==> src/rtl/page_walk_arbiter.sv <==
// Page-walk arbiter: one request slot per requester, round-robin grant onto a
// single shared page-table walker, result broadcast back by requester ID, with
// flush handling that drops queued work and suppresses in-flight results.
module page_walk_arbiter #(
    parameter int unsigned NUM_RQ = 3,
    parameter int unsigned ID_W   = $clog2(NUM_RQ)
) (
    input  logic                     clk,
    input  logic                     rst,
    input  logic                     IN_flush,

    input  logic [NUM_RQ-1:0]        IN_rqValid,
    input  logic [NUM_RQ-1:0][31:0]  IN_rqAddr,
    input  logic [NUM_RQ-1:0][21:0]  IN_rqRootPPN,
    output logic [NUM_RQ-1:0]        OUT_rqBusy,

    output logic                     OUT_walkValid,
    output logic [31:0]              OUT_walkAddr,
    output logic [21:0]              OUT_walkRootPPN,
    output logic [ID_W-1:0]          OUT_walkRqID,
    input  logic                     IN_walkReady,

    input  logic                     IN_walkDone,
    input  logic [21:0]              IN_walkPPN,
    input  logic [2:0]               IN_walkRWX,
    input  logic                     IN_walkUser,
    input  logic                     IN_walkIsSuper,
    input  logic                     IN_walkPageFault,

    output logic                     OUT_resValid,
    output logic [ID_W-1:0]          OUT_resRqID,
    output logic [21:0]              OUT_resPPN,
    output logic [2:0]               OUT_resRWX,
    output logic                     OUT_resUser,
    output logic                     OUT_resIsSuper,
    output logic                     OUT_resPageFault
);

    localparam int unsigned ADDR_W = 32;
    localparam int unsigned PPN_W  = 22;
    localparam int unsigned RWX_W  = 3;
    localparam int unsigned SUM_W  = ID_W + 1;

    typedef enum logic [1:0] {
        ST_IDLE  = 2'd0,
        ST_ISSUE = 2'd1,
        ST_WAIT  = 2'd2,
        ST_DRAIN = 2'd3
    } state_t;

    state_t r_state;
    state_t w_stateNext;

    // Request slots
    logic [NUM_RQ-1:0]             r_slotValid;
    logic [NUM_RQ-1:0][ADDR_W-1:0] r_slotAddr;
    logic [NUM_RQ-1:0][PPN_W-1:0]  r_slotRootPPN;

    // Round-robin pointer and walker-side registers
    logic [ID_W-1:0]   r_rrPtr;
    logic              r_walkValid;
    logic [ADDR_W-1:0] r_walkAddr;
    logic [PPN_W-1:0]  r_walkRootPPN;
    logic [ID_W-1:0]   r_walkRqID;

    // Result registers
    logic              r_resValid;
    logic [ID_W-1:0]   r_resRqID;
    logic [PPN_W-1:0]  r_resPPN;
    logic [RWX_W-1:0]  r_resRWX;
    logic              r_resUser;
    logic              r_resIsSuper;
    logic              r_resPageFault;

    // Arbitration and control wires
    logic              w_anyValid;
    logic [ID_W-1:0]   w_winner;
    logic [ID_W-1:0]   w_rrNext;
    logic              w_grant;
    logic              w_resFire;
    logic              w_walkValidNext;

    // Round-robin search: first valid slot at or after r_rrPtr, wrapping
    always_comb begin
        logic [SUM_W-1:0] w_candSum;
        logic [ID_W-1:0]  w_cand;
        w_anyValid = 1'b0;
        w_winner   = '0;
        w_candSum  = '0;
        w_cand     = '0;
        for (int k = 0; k < NUM_RQ; k++) begin
            w_candSum = SUM_W'(r_rrPtr) + SUM_W'(k);
            if (w_candSum >= SUM_W'(NUM_RQ)) begin
                w_candSum = w_candSum - SUM_W'(NUM_RQ);
            end
            w_cand = w_candSum[ID_W-1:0];
            if (!w_anyValid && r_slotValid[w_cand]) begin
                w_anyValid = 1'b1;
                w_winner   = w_cand;
            end
        end
        w_rrNext = (w_winner == ID_W'(NUM_RQ - 1)) ? '0 : w_winner + ID_W'(1);
    end

    // FSM state register
    always_ff @(posedge clk) begin
        if (rst) begin
            r_state <= ST_IDLE;
        end else begin
            r_state <= w_stateNext;
        end
    end

    // FSM next-state; a flush that races a handshake decides whether the walker still owes a done
    always_comb begin
        w_stateNext = r_state;
        case (r_state)
            ST_IDLE: begin
                if (w_anyValid && !IN_flush) w_stateNext = ST_ISSUE;
            end
            ST_ISSUE: begin
                if (IN_flush)          w_stateNext = IN_walkReady ? ST_DRAIN : ST_IDLE;
                else if (IN_walkReady) w_stateNext = ST_WAIT;
            end
            ST_WAIT: begin
                if (IN_flush)         w_stateNext = IN_walkDone ? ST_IDLE : ST_DRAIN;
                else if (IN_walkDone) w_stateNext = ST_IDLE;
            end
            ST_DRAIN: begin
                if (IN_walkDone) w_stateNext = ST_IDLE;
            end
            default: w_stateNext = ST_IDLE;
        endcase
    end

    // FSM output decode: grant, result delivery and next walk-valid
    always_comb begin
        w_grant         = 1'b0;
        w_resFire       = 1'b0;
        w_walkValidNext = 1'b0;
        case (r_state)
            ST_IDLE: begin
                w_grant         = w_anyValid && !IN_flush;
                w_walkValidNext = w_anyValid && !IN_flush;
            end
            ST_ISSUE: begin
                w_walkValidNext = !IN_flush && !IN_walkReady;
            end
            ST_WAIT: begin
                w_resFire = IN_walkDone && !IN_flush;
            end
            default: begin
                w_grant = 1'b0;
            end
        endcase
    end

    // Slot capture, per-slot clear on result delivery, global clear on flush
    always_ff @(posedge clk) begin
        if (rst) begin
            r_slotValid   <= '0;
            r_slotAddr    <= '0;
            r_slotRootPPN <= '0;
        end else begin
            for (int i = 0; i < NUM_RQ; i++) begin
                if (IN_flush) begin
                    r_slotValid[i] <= 1'b0;
                end else if (w_resFire && (r_walkRqID == ID_W'(i))) begin
                    r_slotValid[i] <= 1'b0;
                end else if (!r_slotValid[i] && IN_rqValid[i]) begin
                    r_slotValid[i]   <= 1'b1;
                    r_slotAddr[i]    <= IN_rqAddr[i];
                    r_slotRootPPN[i] <= IN_rqRootPPN[i];
                end
            end
        end
    end

    // Walker request registers and round-robin pointer
    always_ff @(posedge clk) begin
        if (rst) begin
            r_rrPtr       <= '0;
            r_walkValid   <= 1'b0;
            r_walkAddr    <= '0;
            r_walkRootPPN <= '0;
            r_walkRqID    <= '0;
        end else begin
            r_walkValid <= w_walkValidNext;
            if (w_grant) begin
                r_rrPtr       <= w_rrNext;
                r_walkAddr    <= r_slotAddr[w_winner];
                r_walkRootPPN <= r_slotRootPPN[w_winner];
                r_walkRqID    <= w_winner;
            end
        end
    end

    // Result registers; valid is a single-cycle pulse
    always_ff @(posedge clk) begin
        if (rst) begin
            r_resValid     <= 1'b0;
            r_resRqID      <= '0;
            r_resPPN       <= '0;
            r_resRWX       <= '0;
            r_resUser      <= 1'b0;
            r_resIsSuper   <= 1'b0;
            r_resPageFault <= 1'b0;
        end else begin
            r_resValid <= w_resFire;
            if (w_resFire) begin
                r_resRqID      <= r_walkRqID;
                r_resPPN       <= IN_walkPPN;
                r_resRWX       <= IN_walkRWX;
                r_resUser      <= IN_walkUser;
                r_resIsSuper   <= IN_walkIsSuper;
                r_resPageFault <= IN_walkPageFault;
            end
        end
    end

    assign OUT_rqBusy       = r_slotValid;
    assign OUT_walkValid    = r_walkValid;
    assign OUT_walkAddr     = r_walkAddr;
    assign OUT_walkRootPPN  = r_walkRootPPN;
    assign OUT_walkRqID     = r_walkRqID;
    assign OUT_resValid     = r_resValid;
    assign OUT_resRqID      = r_resRqID;
    assign OUT_resPPN       = r_resPPN;
    assign OUT_resRWX       = r_resRWX;
    assign OUT_resUser      = r_resUser;
    assign OUT_resIsSuper   = r_resIsSuper;
    assign OUT_resPageFault = r_resPageFault;

endmodule
==> config.mk <==
export PLATFORM = sky130hd
export DESIGN_NAME = page_walk_arbiter
export DESIGN_NICKNAME = d
export VERILOG_FILES = /design/src/rtl/page_walk_arbiter.sv
export SDC_FILE = /design/constraint.sdc
export NUM_CORES = 1
export LEC_CHECK = 0
export CAP_MARGIN = 20
export CORE_MARGIN = 4
export CORE_UTILIZATION = 51
export DETAILED_ROUTE_END_ITERATION = 12
export PLACE_DENSITY = 0.89
export SYNTH_ARGS = -nofsm -noshare
export SYNTH_HDL_FRONTEND = slang
export SYNTH_SLANG_ARGS = --single-unit
==> constraint.sdc <==
create_clock -name clk -period 5.2 [get_ports clk]
set_input_delay 0.52 -clock clk [delete_from_list [all_inputs] [get_ports clk]]
set_output_delay 0.52 -clock clk [all_outputs]
set_load 0.02 [all_outputs]
==> metrics.cfg <==
[power]
p_sw_uw = 1146
p_comb_frac = 0.128
leakagePower_uw = 0.004709
swShare = 0.2423
clkPwrFrac = 0.428
p_int_uw = 3584
max-vdd-ir-drop_mv = 0.2975
power.density_nw_per_um2 = 342.7
seqPwrFrac = 0.443

[timing]
slew_headroom = 0.2495
rsz0062_at_grt = false
fmax_mhz = 284.9
tns_ns = 0
fin_worst_skew_ns = 0.01163
period_minus_slack_ns = 3.509
fin_crit_sh = 0.6749
worst_slew_pin_slew_ns = 1.121
finalHoldViolations = 0
fin_hold_ws_ns = 0.4532
setup_viol = 0
final_max_slew_viol_count = 0

[setup_path]
worstPathArrival_ns = 3.90
cp_max_fo = 31
regToRegSetupSlack_ns = 1.69
critPathCaptureType = register
cp-start-kind = register
worstSetupPathType = register to register
critPathRequiredTime_ns = 5.59

[outcome]
status = completed

[synth]
syn_nets = 1377
seq_area_frac_synth = 0.5106
yosysTopAreaCellShare = 0.5106
yosysTopAreaCell = dfxtp_1
yosys_warnings = 0
ys_seq_elements = 257
synth_area_per_cell_sq_um = 8.575
synth_cells = 1175
synth_edf_count = 0
synth_ff_type = dfxtp_1
synth.most_common_cell = nand2_1
postSynth.asyncResetShare = 0
yosysUniqueCellTypes = 44
yosys-top-cells-count = nand2_1 (387), dfxtp_1 (257), a21oi_1 (199), o21ai_1 (58), mux2i_1 (55)
synth.area.top_cells = dfxtp_1 (51%), nand2_1 (14%), a21oi_1 (9.9%)
syn_area_sq_um = 10080

[place]
port_buffers = 288
place_hpwl_um = 19960
place.gp.congestion = 0.8527

[clock_tree]
h-tree-depth = 1
holdBufCountCts = 0
worstSkewPairLatency_ns = 0.52
clk_path_buf_depth = 3
cts-buffers-inserted = 27
ctsResizeCount = 0
cts_tree = built
post_cts_buffers = 0
cts.sinks = 257
cts_root_buffer = clkbuf_16
clk_pin_slew_worst_paths_ns = 0.06

[floorplan]
die_w_um = 148.6
rows = 51
boundaryPins = 289
die_y_um = 148.6
start_util = 0.5177
core_sq_um = 19460
die_area_sq_um = 22070

[global_route]
grt_pass1_wl_um = 48290
grt_use_total = 0.2675
antenna_found_initial = 0
first_global_vias = 9484
grt_overflow = 0
grt_max_degree = 136

[route]
routed_wirelength_um = 30770
drcViolationCount = 0
vias = 9442
ant_nets = 0
routed_via_density = 5.574
first_iter_violations = 709
drt-pass1-iter-count = 6
post_drt_wl_per_cell_um = 18.16

[final_layout]
drive_above_1_share = 0.05738
diodes = 0
fin_nets = 1612
multiInputGateArea_sq_um = 4368
layout.area.seq_sq_um = 5145
fillers = 1442
area_delta_synth_final_pct = 37.02

[run]
maxCapViolCount = 0

[worst_hold_path]
min_path_type = register to register

[final timing paths]
path | start | endpoint | cells past startpoint
hold / removal | r_slotAddr[0] | r_slotAddr[0] | 2
setup / recovery | r_rrPtr[0] | OUT_walkAddr[22] | 8
setup reg to reg | r_rrPtr[0] | OUT_walkAddr[22] | 8
hold reg to reg | r_slotAddr[0] | r_slotAddr[0] | 2
[metal layers]
metal,vias to the layer above,global-route usage,wire length (um)
met3,93,0.04601,2234
met1,4453,0.3335,12140
li1,4476,-,-
met4,0,0.1081,1211
met2,420,0.4606,15180
met5,-,0,0
[cell usage in the layout, fill, tap and decap left out, drive strengths merged, types with 3 or more instances in the layout]
cell type and count:
a21oi 199, a32oi 55, buf 16, bufinv 4, clkbuf 38, clkdlybuf4s50 287
clkinv 5, dfxtp 257, ha 4, inv 4, mux2i 56, nand2 387
nand2b 5, nand3b 3, nor2 13, nor2b 5, nor3 3, nor3b 3
nor4b 3, o21ai 63, or4b 3
[state kept, by name, summed over array words and instances (netlist names)]
signal,count
r_slotAddr,96
r_slotRootPPN,66
OUT_walkAddr,32
OUT_resPPN,22
OUT_walkRootPPN,22
OUT_resRWX,3
OUT_rqBusy,3
OUT_resRqID,2
OUT_walkRqID,2
r_rrPtr,2
r_state,2
OUT_resIsSuper,1
OUT_resPageFault,1
OUT_resUser,1
OUT_resValid,1
OUT_walkValid,1
[cells by family (layout without fill, tap and decap cells)]
family | Yosys count | in the layout | synth area share
AOI/OAI and AO/OA | 328 | 328 | 0.1912
DFF | 257 | 257 | 0.5106
adders and majority gates | 4 | 4 | 0.004967
buffers and inverters | 101 | 355 | 0.05936
and+or+nand+nor | 428 | 428 | 0.1770
xor gates and xnor gates | 1 | 1 | 0.0008694
muxes | 56 | 56 | 0.05600
[final cells by class]
| cell class | instances | share of cell area |
|---|---|---|
| flip-flops and latches | 257 | 0.3727 |
| repair buffers | 303 | 0.2171 |
| inverters | 4 | 0.001088 |
| clock inverters | 10 | 0.01106 |
| multi-input cells | 817 | 0.3164 |
| well taps | 265 | 0.02402 |
| clock buffers | 38 | 0.05773 |
[power by group through the flow]
stage / clock network [uW] / registers [uW] / logic [uW]
6_report: 2030 / 2100 / 608
5_1_grt: 2130 / 2100 / 652
4_1_cts: 2050 / 2100 / 606
3_5_place_dp: 0 / 2140 / 600
3_3_place_gp: 0 / 2130 / 591
2_1_floorplan: 0 / 2150 / 331
[through the flow]
| step | cell area [sq um] | power, uW | instances | util | setup slack, ns |
|---|---|---|---|---|---|
| final | 13810 | 4731 | 1694 | 0.7094 | 1.691 |
| after CTS | 13810 | 4750 | 1694 | 0.7094 | 1.679 |
| after floorplan | 10080 | 2476 | 1175 | - | 3.135 |
| after detailed placement | 12860 | 2738 | 1646 | 0.6606 | 1.435 |
| after global routing | 13810 | 4887 | 1694 | 0.7094 | 1.505 |
| after global placement | 12860 | 2724 | 1646 | 0.6606 | 1.583 |
[worst max-delay path, stage by stage (launching register included)]
cell and delay, ns:
dfxtp_1 0.39, inv_1 0.08, ha_1 0.47, nand3b_1 0.20, o22a_1 0.28, o21ai_4 0.86
buf_4 0.65, mux2i_1 0.32, o21ai_1 0.10
No activity file was read; power rests on OpenSTA's default activity.
